### config.mk
export PLATFORM = sky130hd
export DESIGN_NAME = mem_access
export DESIGN_NICKNAME = d
export VERILOG_FILES = /design/src/rtl/mem_access.sv
export SDC_FILE = /design/constraint.sdc
export NUM_CORES = 1
export LEC_CHECK = 0
export ABC_AREA = 1
export BUFFER_PORTS_ARGS = -buffer_cell sky130_fd_sc_hd__buf_2
export CAP_MARGIN = 30
export CORE_ASPECT_RATIO = 1.1
export CORE_MARGIN = 10
export CORE_UTILIZATION = 33
export CTS_BUF_LIST = sky130_fd_sc_hd__clkbuf_8
export DETAILED_ROUTE_END_ITERATION = 6
export GPL_ROUTABILITY_DRIVEN = 0
export PLACE_DENSITY = 0.6
export SYNTH_ARGS = -nofsm -noshare
export SYNTH_HDL_FRONTEND = slang
export SYNTH_SLANG_ARGS = --single-unit
export TNS_END_PERCENT = 5
### constraint.sdc
create_clock -name clk -period 5.1 [get_ports clk]
set_clock_uncertainty 0.05 [all_clocks]
set_input_delay 1.02 -clock clk [delete_from_list [all_inputs] [get_ports clk]]
set_output_delay 1.02 -clock clk [all_outputs]
set_load 0.01 [all_outputs]
### src/rtl/mem_access.sv
// mem_access: memory stage of the pipeline. Converts EX_MEM load/store
// requests into a single-outstanding req/ack data-memory transaction. It
// formats byte enables and store data, extracts and extends load data, and
// drives the MEM_WB writeback registers.
//
// Ports
//   clk, Rst                 clock; asynchronous active-high reset
//   debug                    freeze: holds IDLE/DONE, does not interrupt BUSY
//   EX_MEM_*                 stage controls, destination, address/ALU result,
//                            store data
//   dmem_req/we/addr/be/wdata  registered memory request (word-aligned addr)
//   dmem_rdata, dmem_ack     memory response
//   mem_stall                freezes upstream stages (combinational)
//   mem_misalign             sticky misaligned-access flag
//   MEM_WB_regwrite/rd/res   writeback registers
module mem_access #(
  parameter int unsigned DMEM_AW = 32
) (
  input  logic               clk,
  input  logic               Rst,
  input  logic               debug,
  input  logic               EX_MEM_memread,
  input  logic               EX_MEM_memwrite,
  input  logic               EX_MEM_regwrite,
  input  logic [4:0]         EX_MEM_loadcntrl,
  input  logic [2:0]         EX_MEM_storecntrl,
  input  logic [4:0]         EX_MEM_rd,
  input  logic [31:0]        EX_MEM_alures,
  input  logic [31:0]        EX_MEM_dout_rs2,
  output logic               dmem_req,
  output logic               dmem_we,
  output logic [DMEM_AW-1:0] dmem_addr,
  output logic [3:0]         dmem_be,
  output logic [31:0]        dmem_wdata,
  input  logic [31:0]        dmem_rdata,
  input  logic               dmem_ack,
  output logic               mem_stall,
  output logic               mem_misalign,
  output logic               MEM_WB_regwrite,
  output logic [4:0]         MEM_WB_rd,
  output logic [31:0]        MEM_WB_res
);

  typedef enum logic [1:0] {IDLE, BUSY, DONE} state_t;
  typedef enum logic [1:0] {SZ_B, SZ_H, SZ_W} size_t;

  state_t      state;
  size_t       size_c;
  logic        sign_c;
  logic        access_c;
  logic        aligned_c;
  logic [3:0]  be_c;
  logic [31:0] wdata_c;
  logic [1:0]  off_c;

  // Transaction context latched on entry to BUSY
  logic        load_q;
  logic        regwrite_q;
  logic [4:0]  rd_q;
  size_t       size_q;
  logic        sign_q;
  logic [1:0]  off_q;
  logic [31:0] rdata_q;

  logic [7:0]  byte_c;
  logic [15:0] half_c;
  logic [31:0] load_res_c;

  assign access_c = EX_MEM_memread | EX_MEM_memwrite;
  assign off_c    = EX_MEM_alures[1:0];

  // Access decode; a store wins when both memread and memwrite are set, and
  // any non-one-hot control falls back to a word access.
  always_comb begin
    size_c    = SZ_W;
    sign_c    = 1'b0;
    be_c      = 4'b1111;
    wdata_c   = EX_MEM_dout_rs2;
    aligned_c = 1'b1;
    if (EX_MEM_memwrite) begin
      case (EX_MEM_storecntrl)
        3'b001:  size_c = SZ_B;
        3'b010:  size_c = SZ_H;
        default: size_c = SZ_W;
      endcase
    end else begin
      case (EX_MEM_loadcntrl)
        5'b00001: begin size_c = SZ_B; sign_c = 1'b1; end
        5'b00010: begin size_c = SZ_H; sign_c = 1'b1; end
        5'b01000: size_c = SZ_B;
        5'b10000: size_c = SZ_H;
        default:  size_c = SZ_W;
      endcase
    end
    case (size_c)
      SZ_B:    aligned_c = 1'b1;
      SZ_H:    aligned_c = ~off_c[0];
      default: aligned_c = (off_c == 2'b00);
    endcase
    if (EX_MEM_memwrite) begin
      case (size_c)
        SZ_B: begin
          be_c    = 4'b0001 << off_c;
          wdata_c = {4{EX_MEM_dout_rs2[7:0]}};
        end
        SZ_H: begin
          be_c    = 4'b0011 << off_c;
          wdata_c = {2{EX_MEM_dout_rs2[15:0]}};
        end
        default: begin
          be_c    = 4'b1111;
          wdata_c = EX_MEM_dout_rs2;
        end
      endcase
    end
  end

  // Load data extraction from the captured read word
  always_comb begin
    case (off_q)
      2'd0:    byte_c = rdata_q[7:0];
      2'd1:    byte_c = rdata_q[15:8];
      2'd2:    byte_c = rdata_q[23:16];
      default: byte_c = rdata_q[31:24];
    endcase
    half_c = off_q[1] ? rdata_q[31:16] : rdata_q[15:0];
    case (size_q)
      SZ_B:    load_res_c = sign_q ? {{24{byte_c[7]}}, byte_c} : {24'd0, byte_c};
      SZ_H:    load_res_c = sign_q ? {{16{half_c[15]}}, half_c} : {16'd0, half_c};
      default: load_res_c = rdata_q;
    endcase
  end

  // Stall must be seen in the same cycle the access is presented
  assign mem_stall = ~Rst & ((state == IDLE & ~debug & access_c & aligned_c) |
                             (state == BUSY) |
                             (state == DONE & debug));

  // Control FSM with registered memory interface and writeback outputs
  always_ff @(posedge clk or posedge Rst) begin
    if (Rst) begin
      state           <= IDLE;
      dmem_req        <= 1'b0;
      dmem_we         <= 1'b0;
      dmem_addr       <= '0;
      dmem_be         <= 4'b0000;
      dmem_wdata      <= 32'd0;
      mem_misalign    <= 1'b0;
      MEM_WB_regwrite <= 1'b0;
      MEM_WB_rd       <= 5'd0;
      MEM_WB_res      <= 32'd0;
      load_q          <= 1'b0;
      regwrite_q      <= 1'b0;
      rd_q            <= 5'd0;
      size_q          <= SZ_W;
      sign_q          <= 1'b0;
      off_q           <= 2'd0;
      rdata_q         <= 32'd0;
    end else begin
      case (state)
        IDLE: begin
          if (!debug) begin
            if (access_c && aligned_c) begin
              state           <= BUSY;
              dmem_req        <= 1'b1;
              dmem_we         <= EX_MEM_memwrite;
              dmem_addr       <= {EX_MEM_alures[DMEM_AW-1:2], 2'b00};
              dmem_be         <= be_c;
              dmem_wdata      <= wdata_c;
              load_q          <= EX_MEM_memread & ~EX_MEM_memwrite;
              regwrite_q      <= EX_MEM_regwrite;
              rd_q            <= EX_MEM_rd;
              size_q          <= size_c;
              sign_q          <= sign_c;
              off_q           <= off_c;
              MEM_WB_regwrite <= 1'b0;
            end else if (access_c) begin
              mem_misalign    <= 1'b1;
              MEM_WB_regwrite <= 1'b0;
            end else begin
              MEM_WB_regwrite <= EX_MEM_regwrite;
              MEM_WB_rd       <= EX_MEM_rd;
              MEM_WB_res      <= EX_MEM_alures;
            end
          end
        end
        BUSY: begin
          MEM_WB_regwrite <= 1'b0;
          if (dmem_ack) begin
            rdata_q  <= dmem_rdata;
            dmem_req <= 1'b0;
            state    <= DONE;
          end
        end
        DONE: begin
          if (!debug) begin
            MEM_WB_res      <= load_q ? load_res_c : 32'd0;
            MEM_WB_rd       <= rd_q;
            MEM_WB_regwrite <= regwrite_q & load_q;
            state           <= IDLE;
          end
        end
        default: state <= IDLE;
      endcase
    end
  end

endmodule
; ---- After elaboration in Yosys (flattened, before gate mapping)
; Index checks and enable logic that the tools add are counted.
[word_totals]
out_inout_bits = 110
regBits = 153
word_cells = 111
[classes]
n_eq_ne = 18
reduce_logical = 19
n_mux = 40
bitwise = 15
n_shift = 2
[ops]
columns = operator, count
row1 = $mux 32, 8
row2 = $pmux 32 s2, 3
row3 = $pmux 8 s3, 1
row4 = $mux 5, 4
row5 = $mux 16, 1
row6 = $reduce_and 4->1, 3
row7 = $logic_not 2->1, 5
row8 = $mux 2, 5
row9 = $ne 2x2->1 const B, 5
row10 = $pmux 5 s2, 1
row11 = $mux 1, 9
row12 = $eq 2x1->1 const B, 4
row13 = $pmux 2 s2, 2
row14 = $pmux 4 s2, 1
row15 = $and 1x1->1, 7
row16 = $pmux 2 s3, 1
row17 = $reduce_and 3->1, 2
row18 = $reduce_or 2->1, 3
row19 = $eq 5x1->1 const B, 1
row20 = $eq 5x2->1 const B, 1
row21 = $eq 5x4->1 const B, 1
row22 = $eq 5x5->1 const B, 1
row23 = $not 1->1, 5
row24 = $reduce_and 5->1, 1
row25 = other kinds (14), 19

; ---- Depth between registers and ports, before layout
; Gate-level depths: netlist of run 1.
[depth]
word_depth = 10
ltp_mapped = 15
ltp_nobuf = 13

; ---- Least setup slack after synthesis of run 1
; OpenSTA, ideal clock, no wires.
[synth_path]
kind = input -> output
startpoint = in EX_MEM_loadcntrl[2]
endpoint = out mem_stall
path_slack_ns = 1.848
t_arrival_ns = 2.182
required_ns = 4.030
path_stages = 10
n_path_buf = 2
cell_sequence = or2_1 > nor2_1 > nor2_1 > nand2_2 > nand2_2 > nand2_1 > nand3_2 > buf_6 > buf_2 > a21oi_1
[synth_between]
elab_chain_cells = 10
word_cells_on_any_way = 15
[synth_rtl]
columns = element, line
row1 = "start, declared", 25  ; input logic [4:0] EX_MEM_loadcntrl,
row2 = "$eq 5x5->1, or another cell as far along", 87  ; case (EX_MEM_loadcntrl)
row3 = $reduce_or 2->1 (no line), n/a
row4 = $pmux 2 s2 (*), 87
row5 = $mux 2 (*), 80  ; if (EX_MEM_memwrite) begin
row6 = $eq 2x1->1 or $logic_not 2->1 (tied branches), 95  ; case (size_c)
row7 = $pmux 1 s2 (*), 95
row8 = $and 1x1->1 (*), 135  ; assign mem_stall = ~Rst & ((state == IDLE & ~debug & access_c & aligned_c) |
row9 = $or 1x1->1 (*), 135
row10 = $or 1x1->1 (*), 136  ; (state == BUSY) |
row11 = $and 1x1->1 (*), 135
row12 = "end, declared", 37  ; output logic mem_stall,
; Every way passes the cells marked *; elsewhere a longest branch is shown, timed or not.

; ---- Final worst setup path of run 1
[layout_path]
startpoint = reg state[0]
endpoint = out mem_stall
[layout_between]
elab_chain_cells = 7
word_cells_on_any_way = 10
[layout_rtl]
columns = element, line
row1 = "start, declared", 47  ; state_t state;
row2 = "start signal, assigned", 142  ; state <= IDLE;
row3 = "start signal, assigned", 164  ; state <= BUSY;
row4 = "start signal, assigned", 192  ; state <= DONE;
row5 = $logic_not 2->1, 135
row6 = $and 1x1->1 (3 in a row), 135
row7 = $or 1x1->1, 135
row8 = $or 1x1->1 (*), 136
row9 = $and 1x1->1 (*), 135
; Marked as above.

==> flow_summary.json, run 1 <==
{
  "max_cap_viol_count": 0,
  "io_buffers": 223,
  "tritoncts": "done",
  "ctsResizeCount": 0,
  "synth_edf_count": 0,
  "worstSetupPathType": "register to output port",
  "synth_top_area_cell": "dfrtp_1",
  "wirelength_mm": 24.2,
  "critPathLaunchType": "register",
  "final_cell_mix": "nand2_1 (283), buf_2 (223), dfrtp_1 (152)",
  "ys_ff_latch": 153,
  "cts_root_buffer": "clkbuf_8",
  "period_needed_ns": 3.94,
  "die-area_um2": 28400,
  "area_growth_pct": 23.5,
  "arrival_ns": 2.87,
  "slew_viol_final": 0,
  "postSynthCellCount": 903,
  "fp-row-count": 56,
  "slowest_delay_ns": 0.49,
  "clock_path_buffers": 2,
  "p_leak_nw": 4.67,
  "wl_per_cell_um": 17.2,
  "htreeDepth": 4,
  "synthTopCellsByArea": "dfrtp_1 (52%), nand2_1 (15%), a21oi_1 (8.7%), nor2_1 (4.1%), inv_1 (3.0%)",
  "synth_area_um2": 7290,
  "timing.final.crit_share": 0.772,
  "reg2reg_from": "state[0]",
  "stdcell_area_um2": 8990,
  "fin_nets": 1222,
  "grt-ovfl-total": 0,
  "hp-start": "dmem_req",
  "yosys_warnings": 0,
  "dpl.hpwl_mm": 17.8,
  "slowest_stage": "nand3_4",
  "ys_seq_area_frac": 0.526,
  "postCtsHoldBufs": 0,
  "grt_setup_unrepaired": "false",
  "antenna_left": 0,
  "worstSetupStartpoint": "state[0]",
  "synth-async-reset-ratio": 1.00,
  "clk_pin_slew_ns": 0.10,
  "antenna_found_initial": 1,
  "crit_fanout": 43,
  "via_per_inst": 4.80,
  "max_slew.worst_pin.slew_ns": 0.925,
  "hold_viol_final": 0,
  "worstPathCellList": "inv_1 -> ha_1 -> inv_1 -> nor2_4 -> inv_1 -> nor2_4 -> nand3_4 -> a21oi_1 -> buf_2",
  "numCtsBuffers": 17,
  "syn_area_per_cell_um2": 8.07,
  "pwr_density_cell_nw_per_um2": 588,
  "vdd_drop_max_mv": 0.240,
  "die_w_um": 162,
  "outcome": "finished, final reports clean",
  "route.vias.total": 6758,
  "clk_latency_ns": 0.46,
  "final_common_cell": "nand2_1",
  "grt_pass1_vias": 6805,
  "remaining_drc_errors": 0,
  "dr.pass1.iters": 5,
  "core_area_um2": 21500,
  "finalSetupViolCount": 0,
  "final_cells": 1407,
  "synth_flop_cell": "dfrtp_1",
  "placed_cells": 1374,
  "tns_ns": 0,
  "die_h_um": 176,
  "maxSlewHeadroom": 0.382,
  "fmax_mhz": 254,
  "ios": 226,
  "hp-class": "register to register",
  "drive_gt1_frac": 0.265,
  "grt_max_degree": 76,
  "drt_iter0_drc": 288,
  "cts.sinks": 153,
  "grt.total_usage": 0.166,
  "post_cts_buffers": 0,
  "cp_top_family": "simple AND/OR/NAND/NOR gates",
  "initial_core_util": 0.339,
  "grt_pass1_wl_mm": 37.9,
  "fillers": 2272,
  "yosysTopAreaCellShare": 0.522,
  "end_kind": "output port",
  "ys_types": 34,
  "crit_path_frequent_cell": "inv_1",
  "placed_cell_area_um2": 8590,
  "crit_required_ns": 4.03,
  "crit_buf_inv": 4
}
registers in the layout, summed over array words and instances (netlist names), 2 cells and up:
signal	flops
rd_q	5
MEM_WB_res	32
state	2
size_q	2
dmem_be	4
rdata_q	32
dmem_wdata	32
dmem_addr	30
MEM_WB_rd	5
off_q	2
cell families (layout without fill, tap and decap cells):
group,count (synthesis),in the layout,synth area share
other cells,1,3,0.000515
compound gates,191,191,0.141
simple gates,433,433,0.245
flops,153,153,0.526
fa+ha+maj,3,3,0.00515
buf+inv,114,326,0.0702
mux,8,8,0.0124
metal layers:
metal | global-route usage | vias up | share of wire
li1 | - | 3331 | -
met2 | 0.263 | 235 | 0.46
met4 | 0.0398 | 0 | 0.010
met1 | 0.205 | 3177 | 0.43
met5 | 0 | - | 0
met3 | 0.0699 | 15 | 0.097
layout make-up:
type	instances	area, um2	area share
Sequential cell	153	3830	0.426
Multi-Input combinational cell	637	2960	0.330
Timing Repair Buffer	230	1190	0.133
Tap cell	290	363	0.0403
Inverter	64	244	0.0271
Clock buffer	17	234	0.0260
Clock inverter	15	164	0.0182
Antenna cell	1	2.50	0.000278
synthesized netlist by cell type, types with 2 or more instances:
library cell	count
a21oi_1	126
a31oi_1	6
buf_1	4
buf_2	16
buf_4	5
buf_6	6
clkbuf_1	19
clkinv_1	3
dfrtp_1	152
ha_1	3
inv_1	58
inv_2	3
mux2_2	8
nand2_1	284
nand2_2	2
nand3_1	36
nand3_2	2
nand4_1	14
nor2_1	79
nor2_2	2
nor2_4	3
o211ai_1	12
o21ai_0	25
o21ai_1	6
o22ai_1	13
or2_2	8
worst paths after layout:
path	end	slack [ns]	cells after the start
hold / removal	dmem_req	0.43	2
min in group asynchronous	dmem_wdata[25]	0.68	2
setup reg to reg	dmem_wdata[31]	1.68	13
setup / recovery	mem_stall	1.16	9
max in group asynchronous	dmem_addr[7]	3.25	3
hold reg to reg	dmem_req	0.43	2
report_power, final:
| group | leakage [nW] | switching (W) | internal (W) |
|---|---|---|---|
| clock | 0.203 | 0.000524 | 0.000447 |
| combinational | 2.67 | 0.00132 | 0.000817 |
| sequential | 1.80 | 0.000393 | 0.00179 |
per-stage QoR:
stage / power (W) / util / hold slack, ns / worst slack (ns)
global placement: 0.00433 / 0.399 / 0.399 / 1.26
CTS: 0.00536 / 0.418 / 0.431 / 1.15
detailed placement: 0.00437 / 0.400 / 0.407 / 1.23
global route: 0.00574 / 0.418 / 0.449 / 0.944
finish: 0.00529 / 0.418 / 0.428 / 1.16
floorplan: 0.00348 / - / 0.399 / 1.85
worst reg2reg max path, cell delays in order (launching register included):
cell,delay [ns]
dfrtp_1,0.43
inv_1,0.10
ha_1,0.23
inv_1,0.11
nor2_4,0.17
inv_1,0.09
nor2_4,0.35
nand3_4,0.50
buf_4,0.57
inv_1,0.12
buf_4,0.38
nand2_1,0.09
nand2_1,0.07
nand2_1,0.04
No activity file was read; power rests on OpenSTA's default activity.
==> run 2: changes to the inputs <==
ABC_AREA = 0   (was 1)
PLACE_DENSITY = 0.57   (was 0.6)
clock period = 3.8 ns   (was 5.1 ns; I/O delays follow)
==> run 2 against run 1 <==
- sequential share of layout area fell by 1.2 points
- hold slack got worse by 0.016 ns
- die area rose by 0.98%
- via count fell by 14%
- sequential cell count did not move
- total power rose by 38%
- worst setup slack got worse by 0.83 ns
- sequential power rose by 35%
- clock power rose by 33%
- critical path depth fell by 2
- non-clock buffer count rose by 13
- synthesized cell count fell by 27%
- critical path type is now primary input to output port
- critical endpoint unchanged
==> flow_summary.json, run 2 <==
{
  "outcome": "finished, final reports clean",
  "area_growth_pct": 25.7,
  "grtUsageMet1": 0.195,
  "htreeDepth": 4,
  "final_cell_mix": "buf_2 (223), dfrtp_1 (152), nand2_1 (59)",
  "fp-row-count": 57,
  "power.internal_w": 0.00456,
  "arrival_ns": 2.66,
  "cts_root_buffer": "clkbuf_8",
  "ys_types": 56,
  "ios": 226,
  "die-area_um2": 28700,
  "critPathLaunchType": "primary input",
  "pwr_density_cell_nw_per_um2": 791,
  "p_sw_w": 0.00277,
  "final_common_cell": "buf_2",
  "slowest_delay_ns": 0.53,
  "synth.most_common_cell": "dfrtp_1",
  "ys_seq_area_frac": 0.520,
  "slew_viol_final": 0,
  "via_per_inst": 4.88,
  "die_w_um": 162,
  "clk_latency_ns": 0.45,
  "wl_per_cell_um": 18.7,
  "grt-ovfl-total": 0,
  "cts.sinks": 153,
  "grt_max_degree": 64,
  "synth_common_cells": "dfrtp_1 (152), nand2_1 (59), mux2_2 (49), nor2_1 (49), a21oi_1 (46)",
  "tritoncts": "done",
  "placed_cell_area_um2": 8850,
  "syn_area_per_cell_um2": 11.2,
  "use_met2": 0.245,
  "clock_path_buffers": 2,
  "grt.total_usage": 0.154,
  "biggestRegsByFlops": "MEM_WB_res (32), dmem_wdata (32), rdata_q (32)",
  "io_buffers": 223,
  "drt_iter0_drc": 361,
  "route.vias.total": 5803,
  "worstSetupPathType": "primary input to output port",
  "crit_required_ns": 2.99,
  "remaining_drc_errors": 0,
  "max_cap_viol_count": 0,
  "vdd_drop_max_mv": 0.386,
  "clk_pin_slew_ns": 0.08,
  "core_area_um2": 22000,
  "synth_top_area_cell": "dfrtp_1",
  "slowest_stage": "or4_1",
  "grt_pass1_vias": 6032,
  "yosys_warnings": 0,
  "postSynthCellCount": 660,
  "p_leak_nw": 4.37,
  "p_comb_frac": 0.421,
  "synth_edf_count": 0,
  "antenna_left": 0,
  "drive_gt1_frac": 0.416,
  "grt_setup_unrepaired": "false",
  "hp-class": "register to register",
  "die_h_um": 177,
  "antenna_found_initial": 0,
  "ys_ff_latch": 153,
  "grt_pass1_wl_mm": 34.7,
  "wirelength_mm": 22.2,
  "synth-async-reset-ratio": 1.00,
  "power_frac_seq": 0.403,
  "maxSlewHeadroom": 0.394,
  "grt_use_met3": 0.0570,
  "yosysTopAreaCellShare": 0.516,
  "fin_nets": 999,
  "ctsResizeCount": 0,
  "busiest_layer": "met2",
  "timing.final.crit_share": 0.913,
  "post_cts_buffers": 0,
  "postCtsHoldBufs": 0,
  "worstPathCellList": "buf_2 -> or4_1 -> o22ai_1 -> o21bai_2 -> a211o_1 -> a31oi_1 -> buf_2",
  "period_needed_ns": 3.47,
  "crit_fanout": 8,
  "crit_path_frequent_cell": "buf_2",
  "dpl.hpwl_mm": 17.1,
  "switching_share": 0.377,
  "finalSetupViolCount": 0,
  "stdcell_area_um2": 9260,
  "max_slew.worst_pin.slew_ns": 0.907,
  "synth_flop_cell": "dfrtp_1",
  "end_kind": "output port",
  "initial_core_util": 0.334,
  "fillers": 2190,
  "synthTopCellsByArea": "dfrtp_1 (52%), mux2_2 (7.5%), mux2_4 (7.3%), a21oi_1 (3.1%), nand2_1 (3.0%)",
  "clkPwrFrac": 0.176,
  "tns_ns": 0,
  "fmax_mhz": 288,
  "dr.pass1.iters": 5,
  "hold_viol_final": 0,
  "numCtsBuffers": 17,
  "synth_area_um2": 7370
}
run 2: worst max-delay path, delay by kind of cell:
family	cells	cell delay [ns]
buffers and inverters	2	0.31
and+or+nand+nor	1	0.53
AOI/OAI and AO/OA	4	1.05
run 2: worst paths after layout:
path,cells after the start,from,slack (ns),endpoint
hold / removal,1,mem_misalign,0.41,mem_misalign
setup reg to reg,8,state[0],1.18,dmem_wdata[8]
max in group asynchronous,3,Rst,2.49,MEM_WB_res[20]
hold reg to reg,1,mem_misalign,0.41,mem_misalign
setup / recovery,7,EX_MEM_memwrite,0.33,mem_stall
min in group asynchronous,2,Rst,0.42,regwrite_q
run 2: cells by family (layout without fill, tap and decap cells):
group / after synthesis / after routing / synth area share
compound gates: 164 / 164 / 0.148
flops: 153 / 153 / 0.520
simple gates: 137 / 137 / 0.0807
mux: 113 / 113 / 0.190
buf+inv: 85 / 316 / 0.0509
xor+xnor: 4 / 4 / 0.00475
fa+ha+maj: 3 / 3 / 0.00510
other cells: 1 / 3 / 0.000509
run 2: area by class of cell:
type / count / area, um2 / share of cell area
tap: 295 / 369 / 0.0399
clock inverter: 12 / 141 / 0.0153
sequential: 153 / 3830 / 0.414
clock buffer: 19 / 262 / 0.0282
inverter: 42 / 161 / 0.0174
antenna: 1 / 2.50 / 0.000270
timing repair buffer: 243 / 1320 / 0.142
multi-input combinational: 423 / 3180 / 0.343
run 2: per-stage QoR:
step | worst slack [ns] | cells | hold WS [ns] | total power [W] | utilization
after floorplan | 0.427 | 661 | 0.408 | 0.00488 | -
after global placement | 0.424 | 1156 | 0.399 | 0.00608 | 0.402
after detailed placement | 0.359 | 1156 | 0.398 | 0.00614 | 0.402
after CTS | 0.355 | 1187 | 0.421 | 0.00745 | 0.420
after global routing | 0.167 | 1187 | 0.440 | 0.00789 | 0.420
final | 0.331 | 1188 | 0.412 | 0.00733 | 0.420
run 2: per-layer routing:
layer / share of wire / wire (um)
met5: 0 / 0
met4: 0.0080 / 179
met3: 0.082 / 1820
met2: 0.47 / 10500
met1: 0.44 / 9790
run 2: power groups by stage:
stage / combinational, W / sequential (W) / clock (W)
detailed placement: 0.00315 / 0.00298 / 0
global route: 0.00342 / 0.00307 / 0.00140
global placement: 0.00311 / 0.00297 / 0
finish: 0.00308 / 0.00295 / 0.00129
floorplan: 0.00176 / 0.00313 / 0
CTS: 0.00316 / 0.00296 / 0.00133
==> run 3: changes to the inputs <==
BUFFER_PORTS_ARGS = not set   (was -buffer_cell sky130_fd_sc_hd__buf_2)
DONT_BUFFER_PORTS = 1   (was not set)
GPL_ROUTABILITY_DRIVEN = 1   (was 0)
PLACE_DENSITY = 0.49   (was 0.57)
==> run 3 against run 2 <==
- count of clock-buffer cells in the layout decreased by 1
- total power decreased by 7.9%
- combinational power decreased by 33%
- register-to-register slack got worse by 0.03 ns
- global-route usage decreased by 0.095 points
- sequential share of layout area increased by 5.9 points
- via count decreased by 14%
- utilization decreased by 5.2 points
- sequential power increased by 17%
- non-clock buffer count decreased by 229
- critical path depth decreased by 2
- critical path type unchanged
- critical endpoint unchanged
==> flow_summary.json, run 3 (synthesized netlist as in run 2, its figures left out) <==
{
  "outcome": "finished, final reports clean",
  "postCtsHoldBufs": 0,
  "fin_nets": 770,
  "grtUsageMet1": 0.176,
  "ios": 226,
  "reg2reg_from": "state[1]",
  "die-area_um2": 28700,
  "die_h_um": 177,
  "busiest_layer": "met2",
  "r2r-end": "rd_q[4]",
  "worstSetupPathType": "primary input to output port",
  "remaining_drc_errors": 0,
  "vdd_drop_max_mv": 0.303,
  "cts_root_buffer": "clkbuf_8",
  "drt_iter0_drc": 265,
  "place_congestion": 0.776,
  "ctsResizeCount": 0,
  "r2r_cells": 7,
  "grt_setup_unrepaired": "false",
  "final_cell_mix": "dfrtp_1 (152), nand2_1 (59), mux2_2 (49)",
  "grt-ovfl-total": 0,
  "holdWs_ns": 0.175,
  "wl_per_cell_um": 23.1,
  "p_leak_nw": 3.46,
  "crit_fanout": 8,
  "wirelength_mm": 22.2,
  "core_area_um2": 22000,
  "rrSetupSlack_ns": 1.15,
  "post_cts_buffers": 0,
  "slew_viol_final": 0,
  "timing.final.crit_share": 0.883,
  "clk_latency_ns": 0.45,
  "maxSlewHeadroom": 0.373,
  "clock_path_buffers": 2,
  "io_buffers": 0,
  "use_met2": 0.251,
  "pwr_density_cell_nw_per_um2": 832,
  "max_cap_viol_count": 0,
  "via_per_inst": 5.22,
  "hold_viol_final": 0,
  "stdcell_area_um2": 8100,
  "fmax_mhz": 298,
  "tritoncts": "done",
  "crit_required_ns": 2.99,
  "cts.sinks": 153,
  "die_w_um": 162,
  "drive_gt1_frac": 0.215,
  "numCtsBuffers": 17,
  "fp-row-count": 57,
  "area_growth_pct": 10.0,
  "initial_core_util": 0.334,
  "grt_use_met3": 0.0745,
  "max_slew.worst_pin.slew_ns": 0.939,
  "clk_pin_slew_ns": 0.09,
  "final_common_cell": "dfrtp_1",
  "grt_pass1_vias": 5281,
  "dr.pass1.iters": 5,
  "biggestRegsByFlops": "MEM_WB_res (32), dmem_wdata (32), rdata_q (32)",
  "arrival_ns": 2.54,
  "end_kind": "output port",
  "hp-class": "primary input to asynchronous set/reset pin",
  "grt_pass1_wl_mm": 33.8,
  "grt.total_usage": 0.153,
  "htreeDepth": 4,
  "period_needed_ns": 3.35,
  "finalSetupViolCount": 0,
  "critPathLaunchType": "primary input",
  "tns_ns": 0,
  "placed_cell_area_um2": 7690,
  "route.vias.total": 5017,
  "grt_max_degree": 75,
  "antenna_left": 0,
  "antenna_found_initial": 0,
  "dpl.hpwl_mm": 17.1
}
==> run 3: changes by cell type in the layout (fill, tap and decap cells not counted), sizes merged, moves of 2 or more <==
cell | before | now
clkinv | 7 | 5
inv | 43 | 46
clkinvlp | 2 | 4
buf | 243 | 14
==> run 3: layer usage <==
layer | up-vias | wire [um]
met4 | 0 | 205
li1 | 2307 | -
met1 | 2502 | 8750
met5 | - | 0
met3 | 12 | 2510
met2 | 196 | 10700
==> run 3: worst max-delay path by stage <==
stage | to | slack, ns | from
6_report | mem_stall | 0.45 | EX_MEM_memwrite
5_1_grt | mem_stall | 0.37 | state[0]
4_1_cts | mem_stall | 0.47 | EX_MEM_memwrite
3_5_place_dp | mem_stall | 0.47 | EX_MEM_memwrite
3_3_place_gp | mem_stall | 0.53 | EX_MEM_memwrite
2_1_floorplan | mem_stall | 0.43 | EX_MEM_memwrite
==> run 3: power breakdown <==
group	switching, W	leakage (nW)	internal (W)
logic	0.000970	1.49	0.00109
clock network	0.000678	0.190	0.000552
registers	0.00103	1.78	0.00243
==> run 3: cell type report <==
type | instances | area [um2]
fill | 2193 | 13900
sequential | 153 | 3830
multi-input combinational | 423 | 3180
tap | 295 | 369
clock buffer | 18 | 248
timing repair buffer | 14 | 175
inverter | 42 | 161
clock inverter | 14 | 138
antenna | 2 | 5.00
==> run 3: critical path: stages <==
cell,delay [ns]
or4_1,0.52
o22ai_1,0.33
o21bai_2,0.20
a211o_1,0.35
a31oi_1,0.38
==> run 3: per-stage QoR <==
step	setup slack, ns	total power, W	utilization	std cells
after floorplan	0.427	0.00488	-	661
after global placement	0.529	0.00548	0.348	924
after detailed placement	0.468	0.00561	0.349	926
after CTS	0.465	0.00687	0.367	958
after global routing	0.373	0.00724	0.368	959
final	0.446	0.00675	0.368	961
